## src/rtl/constant_pkg.sv

```systemverilog
// Shared state encoding and word/byte helpers for the program sender.
package constant;

    typedef enum logic [2:0] {
        IDLE,
        HDR,
        RD,
        LATCH,
        SEND,
        FIN
    } sender_state_t;

    localparam int BYTES_PER_WORD = 4;

    // Little-endian byte lane of a 32-bit word.
    function automatic logic [7:0] word_byte(input logic [31:0] word, input logic [1:0] idx);
        return 8'(word >> {idx, 3'b000});
    endfunction

endpackage

```

## src/rtl/program_sender_uart_tx.sv

```systemverilog
// 8N1 UART byte transmitter with registered txd; busy drops in the last stop-bit cycle
// so the next byte can follow without an idle gap.
module uart_tx_byte #(
    parameter int CLK_PER_HALF_BIT = 434
) (
    input  logic       clk,
    input  logic       rst,
    input  logic       tx_start,
    input  logic [7:0] tx_data,
    output logic       tx_busy,
    output logic       txd
);

    localparam int BIT_CLKS = 2 * CLK_PER_HALF_BIT;
    localparam int BAUD_W = (BIT_CLKS > 1) ? $clog2(BIT_CLKS) : 1;
    localparam logic [BAUD_W-1:0] BAUD_LAST = BAUD_W'(BIT_CLKS - 1);

    logic              active;
    logic [BAUD_W-1:0] baud_cnt;
    logic [3:0]        bit_cnt;
    logic [8:0]        shreg;
    logic              bit_end;
    logic              frame_end;

    assign bit_end   = (baud_cnt == BAUD_LAST);
    assign frame_end = bit_end && (bit_cnt == 4'd9);
    assign tx_busy   = active && !frame_end;

    // shreg carries the data bits followed by the stop bit, shifted out LSB first.
    always_ff @(posedge clk) begin
        if (rst) begin
            active   <= 1'b0;
            baud_cnt <= '0;
            bit_cnt  <= '0;
            shreg    <= '1;
            txd      <= 1'b1;
        end else if (tx_start && !tx_busy) begin
            active   <= 1'b1;
            baud_cnt <= '0;
            bit_cnt  <= '0;
            shreg    <= {1'b1, tx_data};
            txd      <= 1'b0;
        end else if (active) begin
            if (bit_end) begin
                baud_cnt <= '0;
                if (bit_cnt == 4'd9) begin
                    active <= 1'b0;
                end else begin
                    bit_cnt <= bit_cnt + 4'd1;
                    txd     <= shreg[0];
                    shreg   <= {1'b1, shreg[8:1]};
                end
            end else begin
                baud_cnt <= baud_cnt + 1'b1;
            end
        end
    end

endmodule

```

## src/rtl/program_sender.sv

```systemverilog
// Boot-loader link transmitter: sends a word-count header, then each word of a
// synchronous source memory, as little-endian bytes over UART.
module program_sender
    import constant::*;
#(
    parameter int CLK_PER_HALF_BIT = 434,
    parameter int ADDR_W = 15
) (
    input  logic              clk,
    input  logic              rst,
    input  logic              start,
    input  logic [ADDR_W:0]   num_words,
    output logic [ADDR_W-1:0] mem_addr,
    input  logic [31:0]       mem_data,
    output logic              busy,
    output logic              done,
    output logic              txd
);

    localparam logic [1:0] LAST_IDX = 2'(BYTES_PER_WORD - 1);

    sender_state_t state, next_state;

    logic [31:0] count;
    logic [31:0] words_sent;
    logic [31:0] shift_word;
    logic [1:0]  byte_idx;
    logic        byte_live;
    logic        tx_start;
    logic [7:0]  tx_data;
    logic        tx_busy;

    uart_tx_byte #(
        .CLK_PER_HALF_BIT(CLK_PER_HALF_BIT)
    ) u_tx (
        .clk     (clk),
        .rst     (rst),
        .tx_start(tx_start),
        .tx_data (tx_data),
        .tx_busy (tx_busy),
        .txd     (txd)
    );

    always_ff @(posedge clk) begin
        if (rst) state <= IDLE;
        else     state <= next_state;
    end

    // byte_live marks that the current byte_idx has been handed to the transmitter;
    // tx_busy low while live means that byte is in its final stop-bit cycle.
    always_comb begin
        next_state = state;
        tx_start   = 1'b0;
        tx_data    = 8'h00;
        case (state)
            IDLE: if (start) next_state = HDR;
            HDR, SEND: begin
                if (!tx_busy) begin
                    if (!byte_live) begin
                        tx_start = 1'b1;
                        tx_data  = word_byte(shift_word, byte_idx);
                    end else if (byte_idx == LAST_IDX) begin
                        next_state = (words_sent == count) ? FIN : RD;
                    end else begin
                        tx_start = 1'b1;
                        tx_data  = word_byte(shift_word, byte_idx + 2'd1);
                    end
                end
            end
            RD:    next_state = LATCH;
            LATCH: begin
                tx_start   = 1'b1;
                tx_data    = mem_data[7:0];
                next_state = SEND;
            end
            FIN:     next_state = IDLE;
            default: next_state = IDLE;
        endcase
    end

    always_ff @(posedge clk) begin
        if (rst) begin
            count      <= '0;
            words_sent <= '0;
            shift_word <= '0;
            byte_idx   <= '0;
            byte_live  <= 1'b0;
            mem_addr   <= '0;
            busy       <= 1'b0;
            done       <= 1'b0;
        end else begin
            done <= 1'b0;
            case (state)
                IDLE: begin
                    if (start) begin
                        count      <= 32'(num_words);
                        shift_word <= 32'(num_words);
                        words_sent <= '0;
                        byte_idx   <= '0;
                        byte_live  <= 1'b0;
                        busy       <= 1'b1;
                    end
                end
                HDR, SEND: begin
                    if (!tx_busy) begin
                        if (!byte_live) begin
                            byte_live <= 1'b1;
                        end else if (byte_idx == LAST_IDX) begin
                            byte_live <= 1'b0;
                            byte_idx  <= '0;
                            if (words_sent != count) mem_addr <= words_sent[ADDR_W-1:0];
                        end else begin
                            byte_idx <= byte_idx + 2'd1;
                        end
                    end
                end
                LATCH: begin
                    shift_word <= mem_data;
                    words_sent <= words_sent + 32'd1;
                    byte_idx   <= '0;
                    byte_live  <= 1'b1;
                end
                FIN: begin
                    done <= 1'b1;
                    busy <= 1'b0;
                end
                default: ;
            endcase
        end
    end

endmodule

```

## config.mk

```make
export PLATFORM = sky130hd
export DESIGN_NAME = program_sender
export DESIGN_NICKNAME = d
export VERILOG_FILES = /design/src/rtl/constant_pkg.sv /design/src/rtl/program_sender_uart_tx.sv /design/src/rtl/program_sender.sv
export SDC_FILE = /design/constraint.sdc
export NUM_CORES = 1
export LEC_CHECK = 0
export CELL_PAD_IN_SITES_DETAIL_PLACEMENT = 1
export CELL_PAD_IN_SITES_GLOBAL_PLACEMENT = 1
export CORE_UTILIZATION = 40
export CTS_BUF_LIST = sky130_fd_sc_hd__clkbuf_2 sky130_fd_sc_hd__clkbuf_4 sky130_fd_sc_hd__clkbuf_8
export CTS_CLUSTER_SIZE = 12
export DETAILED_ROUTE_END_ITERATION = 6
export GPL_ROUTABILITY_DRIVEN = 0
export PLACE_DENSITY_LB_ADDON = 0.1
export SLEW_MARGIN = 5
export SYNTH_ARGS = -nofsm -noshare
export SYNTH_HDL_FRONTEND = slang
export SYNTH_SLANG_ARGS = --single-unit
```

## constraint.sdc

```tcl
create_clock -name clk -period 2.3 [get_ports clk]
set_input_delay 0.23 -clock clk [delete_from_list [all_inputs] [get_ports clk]]
set_output_delay 0.23 -clock clk [all_outputs]
set_load 0.02 [all_outputs]
```

# Word-level counts from Yosys, hierarchy flattened
# Index checks and enable logic that the tools add are counted.
dict set report classes {
  add_sub_neg 4
  n_eq_ne 15
  shifts 2
  n_mux 42
  bitwise 2
  reduce_logical 22
}
# cell n
set ops {}
lappend ops {{$pmux 32 s2} 2}
lappend ops {{$mux 32} 2}
lappend ops {{$shr 32x5->8} 2}
lappend ops {{$mux 8} 7}
lappend ops {{$add 32x1->32 const B} 1}
lappend ops {{$eq 32x16->1} 1}
lappend ops {{$ne 32x16->1} 1}
lappend ops {{$pmux 8 s2} 1}
lappend ops {{$mux 1} 15}
lappend ops {{$mux 3} 5}
lappend ops {{$pmux 3 s4} 1}
lappend ops {{$add 10x1->10 const B} 1}
lappend ops {{$eq 10x10->1 const B} 1}
lappend ops {{$mux 10} 1}
lappend ops {{$ne 2x2->1 const B} 5}
lappend ops {{$reduce_and 3->1} 3}
lappend ops {{$mux 2} 4}
lappend ops {{$reduce_and 4->1} 2}
lappend ops {{$reduce_bool 2->1} 4}
lappend ops {{$eq 3x2->1 const B} 2}
lappend ops {{$eq 3x3->1 const B} 2}
lappend ops {{$pmux 2 s3} 1}
lappend ops {{$reduce_and 2->1} 3}
lappend ops {{$reduce_and 5->1} 1}
lappend ops {{13 further kinds} 19}
dict set report word_totals {
  register_bits 127
  input_bits 51
  out_inout_bits 18
  word_cells 101
}

# Depth between registers and ports, before layout
# Gate-level depths: netlist of run 1.
dict set report depth {
  word_depth 9
  ltp_mapped 9
}

# Modules after synthesis
# Synthesis of run 1 repeated with hierarchy kept, for this count alone.
dict set report hier_totals {
  hier_cells 755
  hier_area_um2 6492.5
}
# module n_inst cells_per_inst area_per_inst_um2 seq_area_each_um2
set modules_own_cells {}
lappend modules_own_cells {program_sender 1 631 5347.6 2062.0}
lappend modules_own_cells {uart_tx_byte 1 124 1144.8 480.5}

# Least setup slack after synthesis of run 1
# OpenSTA, ideal clock, no wires.
dict set report synth_timing {
  kind {register -> register}
  startpoint {reg u_tx.baud_cnt[0]}
  endpoint {reg mem_addr[8]}
  arrival_time_ns 2.184
  slack_ns -0.012
  stages_incl_launch_ff 9
  n_path_buf 1
  synth_period_minus_slack_ns 2.312
  cell_sequence {dfxtp_1 -> ha_1 -> nand4b_1 -> o41ai_4 -> nand3_2 -> a211oi_4 -> buf_6 -> mux2i_1 -> nor2_1}
}
dict set report synth_between {
  elab_chain_cells 6
}
# item line
set synth_lines {}
lappend synth_lines {{from (decl)} program_sender_uart_tx.sv:19} ;# logic [BAUD_W-1:0] baud_cnt;
lappend synth_lines {{from (signal assigned)} program_sender_uart_tx.sv:54} ;# baud_cnt <= baud_cnt + 1'b1;
lappend synth_lines {{$eq 10x10->1} program_sender_uart_tx.sv:25} ;# assign bit_end = (baud_cnt == BAUD_LAST);
lappend synth_lines {{$logic_and 1x1->1} program_sender_uart_tx.sv:26} ;# assign frame_end = bit_end && (bit_cnt == 4'd9);
lappend synth_lines {{$logic_not 1->1} program_sender_uart_tx.sv:27} ;# assign tx_busy = active && !frame_end;
lappend synth_lines {{$logic_and 1x1->1} program_sender_uart_tx.sv:27}
lappend synth_lines {{$not 1->1 (no source line)} n/a}
lappend synth_lines {{$reduce_and 5->1 (no source line)} n/a}
lappend synth_lines {{to (signal assigned)} program_sender.sv:111} ;# if (words_sent != count) mem_addr <= words_sent[ADDR_W-1:0];
lappend synth_lines {{to (decl)} program_sender.sv:13} ;# output logic [ADDR_W-1:0] mem_addr,
# Every way passes these cells.
# A chain may end at the register's enable or synchronous reset.

# Final worst setup path of run 1
dict set report layout_timing {
  startpoint {reg state[2]}
  endpoint {reg state[1]}
}
dict set report layout_between {
  elab_chain_cells 4
  elab_cells_between_ends 12
  cone_classes {eq/ne: 8; mux: 1; reduce/logical: 3}
}
# item line
set layout_lines {}
lappend layout_lines {{from (decl)} program_sender.sv:22} ;# sender_state_t state, next_state;
lappend layout_lines {{from (signal assigned)} program_sender.sv:46} ;# else state <= next_state;
lappend layout_lines {{$eq 3x1->1 or $eq 3x3->1 (tied branches)} program_sender.sv:55} ;# case (state)
lappend layout_lines {{$reduce_or 2->1} program_sender.sv:55}
lappend layout_lines {{$ne 2x2->1 (no source line)} n/a}
lappend layout_lines {{$reduce_and 4->1 (no source line)} n/a}
# Parallel ways exist; a longest one is shown, timed or not.

==> summary.txt, run 1 <==
Status
  – Status: finished, final reports clean

Synth
  – Yosys warning count: 0
  – Yosys reg bits: 127
  – Synth top area share: 41.90%
  – Main synth FF type: dfxtp_1
  – Post-Syn Instances: 708
  – Post-synth EDFFs: 0
  – Yosys top cell by area: dfxtp_1
  – Post-synth ARST share: 0%
  – Area of the mapped netlist: 6068 um^2
  – Multiplexer share of the synthesized area: 11.28%
  – Post-synthesis sequential area ratio: 41.90%
  – Post-Synth Adder-Cell Area: 1.031%
  – Yosys cell types: 56
  – Synth Area in Simple Gates: 23.77%
  – Largest family of logic cells by synthesized area: simple AND/OR/NAND/NOR gates
  – Synth Area per Inst: 8.571 um^2
  – Post-synth net total: 764
  – Compound-cell area share of the yosys netlist: 14.47%
  – XOR/XNOR Fraction of Synth Area: 4.041%
  – Synth area leaders: dfxtp_1 (42%), nand2_1 (7.1%), mux4_2 (5.9%)
  – Count leader, synth: dfxtp_1
  – Post-synth top cells: dfxtp_1 (127), nand2_1 (115), nor2_1 (75)

Timing
  – Final slew viol count: 0
  – Worst hold slack: 291.1 ps
  – Min Tclk post-route: 2272 ps
  – Final TNS setup: 0 ps
  – Final Setup Violations: 0
  – Clock Skew: 16.35 ps
  – Slew at the pin with the worst max-slew slack: 738.0 ps
  – Max-slew headroom: 50.80%
  – Fmax: 0.4402 GHz
  – Hold Fails Final Rpt: 0
  – Final worst-path cycle share: 98.77%

Min path
  – Worst hold path type: primary input to flop
  – Hold endpoint: state[1]
  – Worst hold path cell count: 4
  – Worst Hold Launch: rst

Place
  – Port bufs: 68
  – DP HPWL: 13.40 mm
  – Placed Area: 7154 um^2

Critical path
  – Crit Path Max Fanout: 11
  – Required @ worst endpoint: 2700 ps
  – Crit Path Category: flop to flop
  – Slowest stage cell, crit path: or3b_2
  – Crit path DAT: 2680 ps
  – Crit-path cells: buf_4, or3b_2, nand2_1, a41oi_2, or2_1, or4_1, nand3_1
  – Reg-to-Reg Start: state[2]
  – CP Buf/Inv Count: 1
  – CP endpoint kind: flop
  – CP startpoint kind: flop
  – Crit path largest cell delay: 510 ps
  – CP delay by family, top: simple AND/OR/NAND/NOR gates
  – Capturing point of the worst reg2reg path: state[1]
  – R2R Setup Slk: 30 ps
  – Worst reg-to-reg path cell count: 7

Floorplanning
  – Die area: 15670 um^2
  – Starting density of the core: 41.44%
  – Core Region: 14640 um^2
  – # rows: 44
  – Die W: 125.2 um
  – Die Y: 125.2 um
  – # IOs: 69

Power and ir drop
  – P_sw: 1.522 mW
  – Internal power: 3.891 mW
  – Clock power frac: 41.0%
  – Leakage power: 2.624 nW
  – VDD IR max: 0.5423 mV
  – Sw Share: 28.12%
  – Part of the power in combinational logic: 15.3%
  – Seq pwr share: 43.7%
  – Pwr dens: 705.4 nW/um^2

Run
  – Max-Cap Viols: 0

Finish
  – Multi-input gate area: 3364 um^2
  – Filler cell count: 1715
  – Fin area: 7675 um^2
  – Register area: 2547 um^2
  – Fraction of layout cells with a size suffix above 1: 15.86%
  – Layout Nets: 850
  – Area Growth Syn to Fin: 26.47%
  – Diode count: 0

Route
  – Vias: 5643
  – DR pass1 iterations: 6
  – WL per Instance: 19.17 um
  – 1st-iter DRT viols: 382
  – Residual DRC: 0
  – Via-to-Cell Ratio: 5.694
  – Final WL: 19.00 mm
  – Post-route ant nets: 0

Clock network
  – Clock buffer depth: 2
  – CTS clk-pin slew, worst paths: 70 ps
  – Sink Count: 127
  – Hold_buf cts: 0
  – Clock latency at the later pin of the worst-skew pair: 470 ps
  – TritonCTS clock tree: built
  – Root Buffer Master: clkbuf_8
  – CTS HTree Levels: 4
  – Total CTS buffers: 17

GRT
  – First-pass GRT wire length: 31.02 mm
  – Grt ovf: 0
  – Maximum number of pins on one net before global-route repair: 68
  – Initial antenna violation count: 0
  – Global Route Usage Sum: 25.38%
  – Vias in the first global route: 5871
registers in the layout, summed over array words and instances (netlist names):
| name | count |
|---|---|
| shift_word | 32 |
| u_tx.txd | 1 |
| byte_live | 1 |
| u_tx.active | 1 |
| u_tx.shreg | 8 |
| byte_idx | 2 |
| state | 3 |
| busy | 1 |
| mem_addr | 15 |
| count | 16 |
| u_tx.baud_cnt | 10 |
| u_tx.bit_cnt | 4 |
| done | 1 |
| words_sent | 32 |
worst max-delay path by stage:
stage / from / endpoint / slack, ps / cells after the start
finish: state[2] / state[1] / 30 / 7
CTS: u_tx.baud_cnt[1] / u_tx.shreg[3] / 10 / 7
global route: state[2] / state[1] / -50 / 7
global placement: u_tx.baud_cnt[1] / state[1] / 140 / 7
floorplan: u_tx.baud_cnt[0] / mem_addr[8] / 40 / 8
detailed placement: u_tx.baud_cnt[1] / u_tx.shreg[3] / -50 / 8
cell type report:
type	count	share of cell area, %
Timing Repair Buffer	116	13.86
Sequential cell	127	33.19
Clock inverter	14	2.641
Tap cell	184	3.000
Multi-Input combinational cell	527	43.84
Inverter	5	0.2445
Clock buffer	18	3.228
stage by stage:
step | total power [mW] | std cells | worst slack, ps | utilization, %
after floorplan | 2.860 | 708 | 43.80 | -
after global placement | 3.176 | 956 | 136.2 | 48.86
after detailed placement | 3.215 | 956 | -50.43 | 48.86
after CTS | 5.446 | 988 | 14.05 | 52.01
after global routing | 5.651 | 991 | -52.73 | 52.41
final | 5.413 | 991 | 28.24 | 52.41
cell families (layout without fill, tap and decap cells):
logic type               after synthesis  count (layout)
flip-flops                           127             127
adder cells (fa/ha/maj)                5               5
AO/OA/AOI/OAI                        138             138
multiplexers                          47              47
buffers and inverters                 54             153
XOR/XNOR                              28              28
AND/OR/NAND/NOR                      309             309
cells in the final DEF, fill, tap and decap left out, types with 18 or more instances in the layout:
master | synthesis | final
dfxtp_1 | 127 | 125
nand2_1 | 115 | 114
nor2_1 | 75 | 74
clkdlybuf4s50_1 | 0 | 67
a21oi_1 | 54 | 54
buf_4 | 0 | 47
nand3_1 | 37 | 37
a31oi_1 | 22 | 22
mux2i_1 | 20 | 20
xnor2_1 | 19 | 19
clkbuf_8 | 0 | 18
routing by layer:
| metal | up-vias | share of wire [%] | global-route usage (%) |
|---|---|---|---|
| met1 | 2796 | 46 | 32.52 |
| met4 | 0 | 1.5 | 8.537 |
| met3 | 27 | 4.2 | 5.691 |
| met5 | - | 0 | 0 |
| met2 | 111 | 48 | 42.20 |
| li1 | 2709 | - | - |
worst min-delay path, stage by stage:
cell and delay [ps]:
buf_4 110, or2_1 170, or4_1 130, nand3_1 50
power by group through the flow:
stage	logic [mW]	registers, mW	clock network (mW)
after detailed placement	0.804	2.41	0
final	0.829	2.36	2.22
after global routing	0.902	2.37	2.37
after global placement	0.771	2.40	0
after CTS	0.814	2.36	2.27
after floorplan	0.465	2.39	0
repair_timing:
item / in CTS / in global routing
pin swaps: 1 / 4
gates resized for setup: 3 / 8
hold endpoints to repair: 0 / 0
endpoints found under the setup margin: 7 / 27
setup buffers: 0 / 3
(Power assumes the default switching activity.)
==> run 2: changes to the inputs <==
--- a/config.mk
+++ b/config.mk
@@ -7,10 +7,11 @@
 export LEC_CHECK = 0
 export CELL_PAD_IN_SITES_DETAIL_PLACEMENT = 1
 export CELL_PAD_IN_SITES_GLOBAL_PLACEMENT = 1
-export CORE_UTILIZATION = 40
+export CORE_UTILIZATION = 45
 export CTS_BUF_LIST = sky130_fd_sc_hd__clkbuf_2 sky130_fd_sc_hd__clkbuf_4 sky130_fd_sc_hd__clkbuf_8
 export CTS_CLUSTER_SIZE = 12
 export DETAILED_ROUTE_END_ITERATION = 6
+export DONT_BUFFER_PORTS = 1
 export GPL_ROUTABILITY_DRIVEN = 0
 export PLACE_DENSITY_LB_ADDON = 0.1
 export SLEW_MARGIN = 5
==> summary.txt, run 2 (synthesis gave the netlist of run 1 again) <==
Clock network
  – Clock buffer depth: 2
  – CTS clk-pin slew, worst paths: 70 ps
  – Sink Count: 127
  – TritonCTS clock tree: built
  – CTS HTree Levels: 4
  – Total CTS buffers: 17
  – Clock latency at the later pin of the worst-skew pair: 440 ps
  – Root Buffer Master: clkbuf_8

Timing
  – Final worst-path cycle share: 98.79%
  – Final Setup Violations: 0
  – Worst hold slack: -144.1 ps
  – Slew at the pin with the worst max-slew slack: 518.0 ps
  – Min Tclk post-route: 2272 ps
  – RSZ-0062 raised after global routing: yes
  – Fmax: 0.4401 GHz
  – Hold Fails Final Rpt: 92
  – Max-slew headroom: 65.47%
  – Clock Skew: 10.51 ps
  – Final slew viol count: 0

Status
  – Failing checks: hold timing
  – Status: finished with violations

Critical path
  – Crit Path Max Fanout: 8
  – CP endpoint kind: flop
  – Required @ worst endpoint: 2640 ps
  – Crit Path Category: flop to flop
  – CP startpoint kind: flop
  – Crit path DAT: 2610 ps

Route
  – Vias: 5421
  – WL per Instance: 19.71 um
  – Via-to-Cell Ratio: 5.905
  – DR pass1 iterations: 4
  – Final WL: 18.09 mm
  – Residual DRC: 0
  – Post-route ant nets: 0
  – 1st-iter DRT viols: 393

Finish
  – Multi-input gate area: 3401 um^2
  – Final Non-Filler Cells: 918
  – Biggest regs: shift_word (32), words_sent (32), count (16)
  – Diode count: 0
  – Register area: 2547 um^2
  – Layout Nets: 790
  – Area Growth Syn to Fin: 15.75%
  – Commonest non-fill, non-tap cell in the layout: dfxtp_1
  – Fraction of layout cells with a size suffix above 1: 16.71%
  – Commonest cells after routing, fill and taps aside: dfxtp_1 (123), nand2_1 (114), nor2_1 (72)
  – Filler cell count: 1587
  – Fin area: 7024 um^2

Power and ir drop
  – Leakage power: 2.400 nW
  – VDD IR max: 0.3278 mV
  – Pwr dens: 681.8 nW/um^2
  – Overall Power: 4.789 mW

GRT
  – Global Route Usage Sum: 26.51%
  – Initial antenna violation count: 0
  – Grt ovf: 0
  – Maximum number of pins on one net before global-route repair: 103
  – Vias in the first global route: 5589
  – First-pass GRT wire length: 29.07 mm

Place
  – # placed instances: 870
  – Placed Area: 6391 um^2
  – DP HPWL: 12.63 mm
  – Port bufs: 0

Floorplanning
  – Starting density of the core: 46.01%
  – Die Y: 118.1 um
  – Die W: 118.1 um
  – # rows: 42
  – # IOs: 69
  – Core Region: 13190 um^2
  – Die area: 13950 um^2

Min path
  – Worst hold path type: primary input to flop

Run
  – Max-Cap Viols: 0
## run 2: cell count changes in the layout (fill, tap and decap cells not counted), sizes merged
cell / before / now
buf: 49 / 42
clkdlybuf4s50: 67 / 0
clkinvlp: 1 / 0
clkbuf: 18 / 27
bufinv: 4 / 0
dlygate4sd3: 0 / 13
clkinv: 4 / 1
inv: 10 / 5
## run 2: timing repair
| item | 4_1_cts | 5_1_grt |
|---|---|---|
| resized for setup | 1 | 20 |
| pin swaps | 1 | 9 |
| buffers inserted | 0 | 7 |
| hold buffers | 11 | 2 |
| cloned | 0 | 1 |
| setup endpoints to repair | 8 | 35 |
| endpoints found under the hold margin | 104 | 95 |
## run 2: per-stage QoR
| stage | worst slack [ps] | setup TNS (ps) | utilization [%] |
|---|---|---|---|
| after floorplan | 43.80 | 0 | - |
| after global placement | 117.7 | 0 | 48.45 |
| after detailed placement | -41.88 | -70.06 | 48.45 |
| after CTS | -10.62 | -10.62 | 51.87 |
| after global routing | -66.91 | -776.6 | 53.25 |
| final | 27.74 | 0 | 53.25 |
## run 2: path summary, 6_finish.rpt
kind | startpoint | endpoint | slack, ps | depth (start not counted)
setup / recovery | u_tx.baud_cnt[3] | mem_addr[14] | 30 | 9
hold / removal | rst | mem_addr[4] | -140 | 1
setup reg to reg | u_tx.baud_cnt[3] | mem_addr[14] | 30 | 9
hold reg to reg | count[1] | count[1] | 470 | 2
## run 2: critical path: stages (launching register included)
cell and delay (ps):
dfxtp_1 340, or3_4 410, o41ai_4 310, buf_4 180, nand3_4 90, a211oi_4 260
buf_4 160, buf_12 130, mux2i_2 210, nor2_1 60
## run 2: layer usage
metal / part of all wire (%) / track usage, % / vias up / routed length, um
li1: - / - / 2576 / -
met1: 46 / 36.00 / 2673 / 8319
met2: 47 / 41.29 / 134 / 8474
met3: 5.0 / 5.620 / 38 / 898
met4: 2.2 / 9.936 / 0 / 399
met5: 0 / 0 / - / 0
## run 2: report_power, final
| part | switching, mW | total [mW] | leakage [nW] | internal (mW) |
|---|---|---|---|---|
| registers | 0.0936 | 2.39 | 1.03 | 2.30 |
| logic | 0.394 | 0.673 | 1.19 | 0.280 |
| clock network | 0.820 | 1.73 | 0.180 | 0.906 |
| total | 1.31 | 4.79 | 2.40 | 3.48 |
## run 2: final cells by class
type	count	share of cell area, %
clock buffers	26	4.738
clock inverters	1	0.07125
well taps	176	3.135
multi-input cells	527	48.41
inverters	5	0.2672
repair buffers	56	7.107
flip-flops and latches	127	36.27
==> run 3: changes to the inputs <==
==> constraint.sdc (replaced) <==
create_clock -name clk -period 1.97 [get_ports clk]
set_input_delay 0.197 -clock clk [delete_from_list [all_inputs] [get_ports clk]]
set_output_delay 0.197 -clock clk [all_outputs]
set_load 0.02 [all_outputs]
==> summary.txt, run 3 (synthesis gave the netlist of run 1 again) <==
Route
  – WL per Instance: 21.98 um
  – Residual DRC: 0
  – 1st-iter DRT viols: 385
  – DR pass1 iterations: 5
  – Via-to-Cell Ratio: 6.027
  – Post-route ant nets: 0
  – Final WL: 21.65 mm
  – Vias: 5937

Clock network
  – Root Buffer Master: clkbuf_8
  – CTS clk-pin slew, worst paths: 80 ps
  – CTS HTree Levels: 4
  – TritonCTS clock tree: built
  – Sink Count: 127
  – Total CTS buffers: 17
  – Clock buffer depth: 2
  – Clock latency at the later pin of the worst-skew pair: 480 ps

Status
  – Failing checks: hold timing, setup timing
  – Status: finished with violations

Critical path
  – CP startpoint: u_tx.baud_cnt[3]
  – Crit path DAT: 2590 ps
  – Worst reg-to-reg path cell count: 9
  – CP endpoint kind: flop
  – Crit Path Max Fanout: 7
  – Reg-to-Reg Start: u_tx.baud_cnt[3]
  – CP startpoint kind: flop
  – Required @ worst endpoint: 2330 ps
  – Crit Path Category: flop to flop
  – R2R Setup Slk: -260 ps
  – Capturing point of the worst reg2reg path: u_tx.shreg[4]

GRT
  – Maximum number of pins on one net before global-route repair: 103
  – Grt ovf: 0
  – Grt met2 use: 48.79%
  – Initial antenna violation count: 0
  – First-pass GRT wire length: 31.46 mm
  – M3 GR Usage: 7.413%
  – Global route hottest layer: met2
  – Global Route Usage Sum: 29.24%
  – Vias in the first global route: 6024
  – Met1 usage: 36.33%

Finish
  – Commonest cells after routing, fill and taps aside: dfxtp_1 (119), nand2_1 (112), buf_4 (89)
  – Area Growth Syn to Fin: 28.87%
  – Commonest non-fill, non-tap cell in the layout: dfxtp_1
  – Final Non-Filler Cells: 985
  – Layout Nets: 852
  – Fin area: 7820 um^2
  – Fraction of layout cells with a size suffix above 1: 27.19%
  – Diode count: 0
  – Final core occ: 59.29%
  – Biggest regs: shift_word (32), words_sent (32), count (16)

Power and ir drop
  – VDD IR max: 0.4666 mV
  – Pwr dens: 790.3 nW/um^2
  – Leakage power: 2.735 nW

Timing
  – Setup ws final: -257.8 ps
  – Max-slew headroom: 53.46%
  – Clock Skew: 11.28 ps
  – Slew at the pin with the worst max-slew slack: 697.3 ps
  – Final slew viol count: 0
  – Final worst-path cycle share: 113.1%
  – Final Setup Violations: 28
  – Worst hold slack: -212.0 ps
  – RSZ-0062 raised after global routing: yes
  – Min Tclk post-route: 2228 ps
  – Hold Fails Final Rpt: 97
  – Final TNS setup: -4807 ps
  – Fmax: 0.4489 GHz

Min path
  – Hold endpoint: u_tx.active
  – Worst hold path type: primary input to flop
  – Worst hold path cell count: 1
  – Worst Hold Launch: rst

Run
  – Max-Cap Viols: 0

Floorplanning
  – Core Region: 13190 um^2
  – # IOs: 69
  – # rows: 42
  – Die W: 118.1 um
  – Starting density of the core: 46.01%
  – Die Y: 118.1 um
  – Die area: 13950 um^2

Place
  – # placed instances: 922
  – Placed Area: 6794 um^2
  – Port bufs: 0
  – DP HPWL: 13.62 mm
-- run 3: worst max path at each step --
stage,to,depth (start not counted)
after floorplan,mem_addr[8],7
after global placement,mem_addr[11],8
after detailed placement,mem_addr[1],9
after CTS,mem_addr[1],8
after global routing,mem_addr[11],8
final,u_tx.shreg[4],9
-- run 3: power by group --
group	total [mW]	internal (mW)	leakage (nW)	switching, mW
Sequential	2.79	2.68	1.03	0.111
Combinational	1.07	0.472	1.50	0.597
Clock	2.32	1.17	0.200	1.15
Total	6.18	4.32	2.73	1.86
-- run 3: stage by stage --
stage	hold WS (ps)	setup slack (ps)	power, mW
floorplan	333.0	-250.1	3.348
global placement	277.2	-140.4	3.610
detailed placement	278.8	-219.9	3.646
CTS	-211.2	-173.8	6.040
global route	-213.3	-313.4	6.378
finish	-212.0	-257.8	6.180
-- run 3: area by class of cell --
cell class / instances / area, um^2
timing repair buffer: 118 / 1002
multi-input combinational: 527 / 3632
clock inverter: 13 / 138.9
fill: 1523 / 5370
tap: 176 / 220.2
inverter: 5 / 18.77
clock buffer: 19 / 255.2
sequential: 127 / 2552
-- run 3: per-layer routing --
metal	routed length (um)	vias to the layer above
li1	-	2705
met1	9105	2995
met2	10860	190
met3	1065	47
met4	619	0
met5	0	-
-- run 3: critical path, stage by stage (launching register included) --
cell and delay, ps:
dfxtp_2 320, or3_4 390, o41ai_4 380, buf_4 210, buf_4 140, o21ai_4 90, buf_8 170, buf_12 130
a211oi_2 160, o31ai_1 120
-- run 3: repair_timing --
| action | in CTS | in global routing |
|---|---|---|
| endpoints found under the hold margin | 111 | 98 |
| endpoints found under the setup margin | 51 | 65 |
| resized for setup | 32 | 44 |
| setup buffers | 8 | 5 |
| gates cloned | 0 | 0 |
| pin swaps | 18 | 11 |
| hold buffers | 17 | 1 |
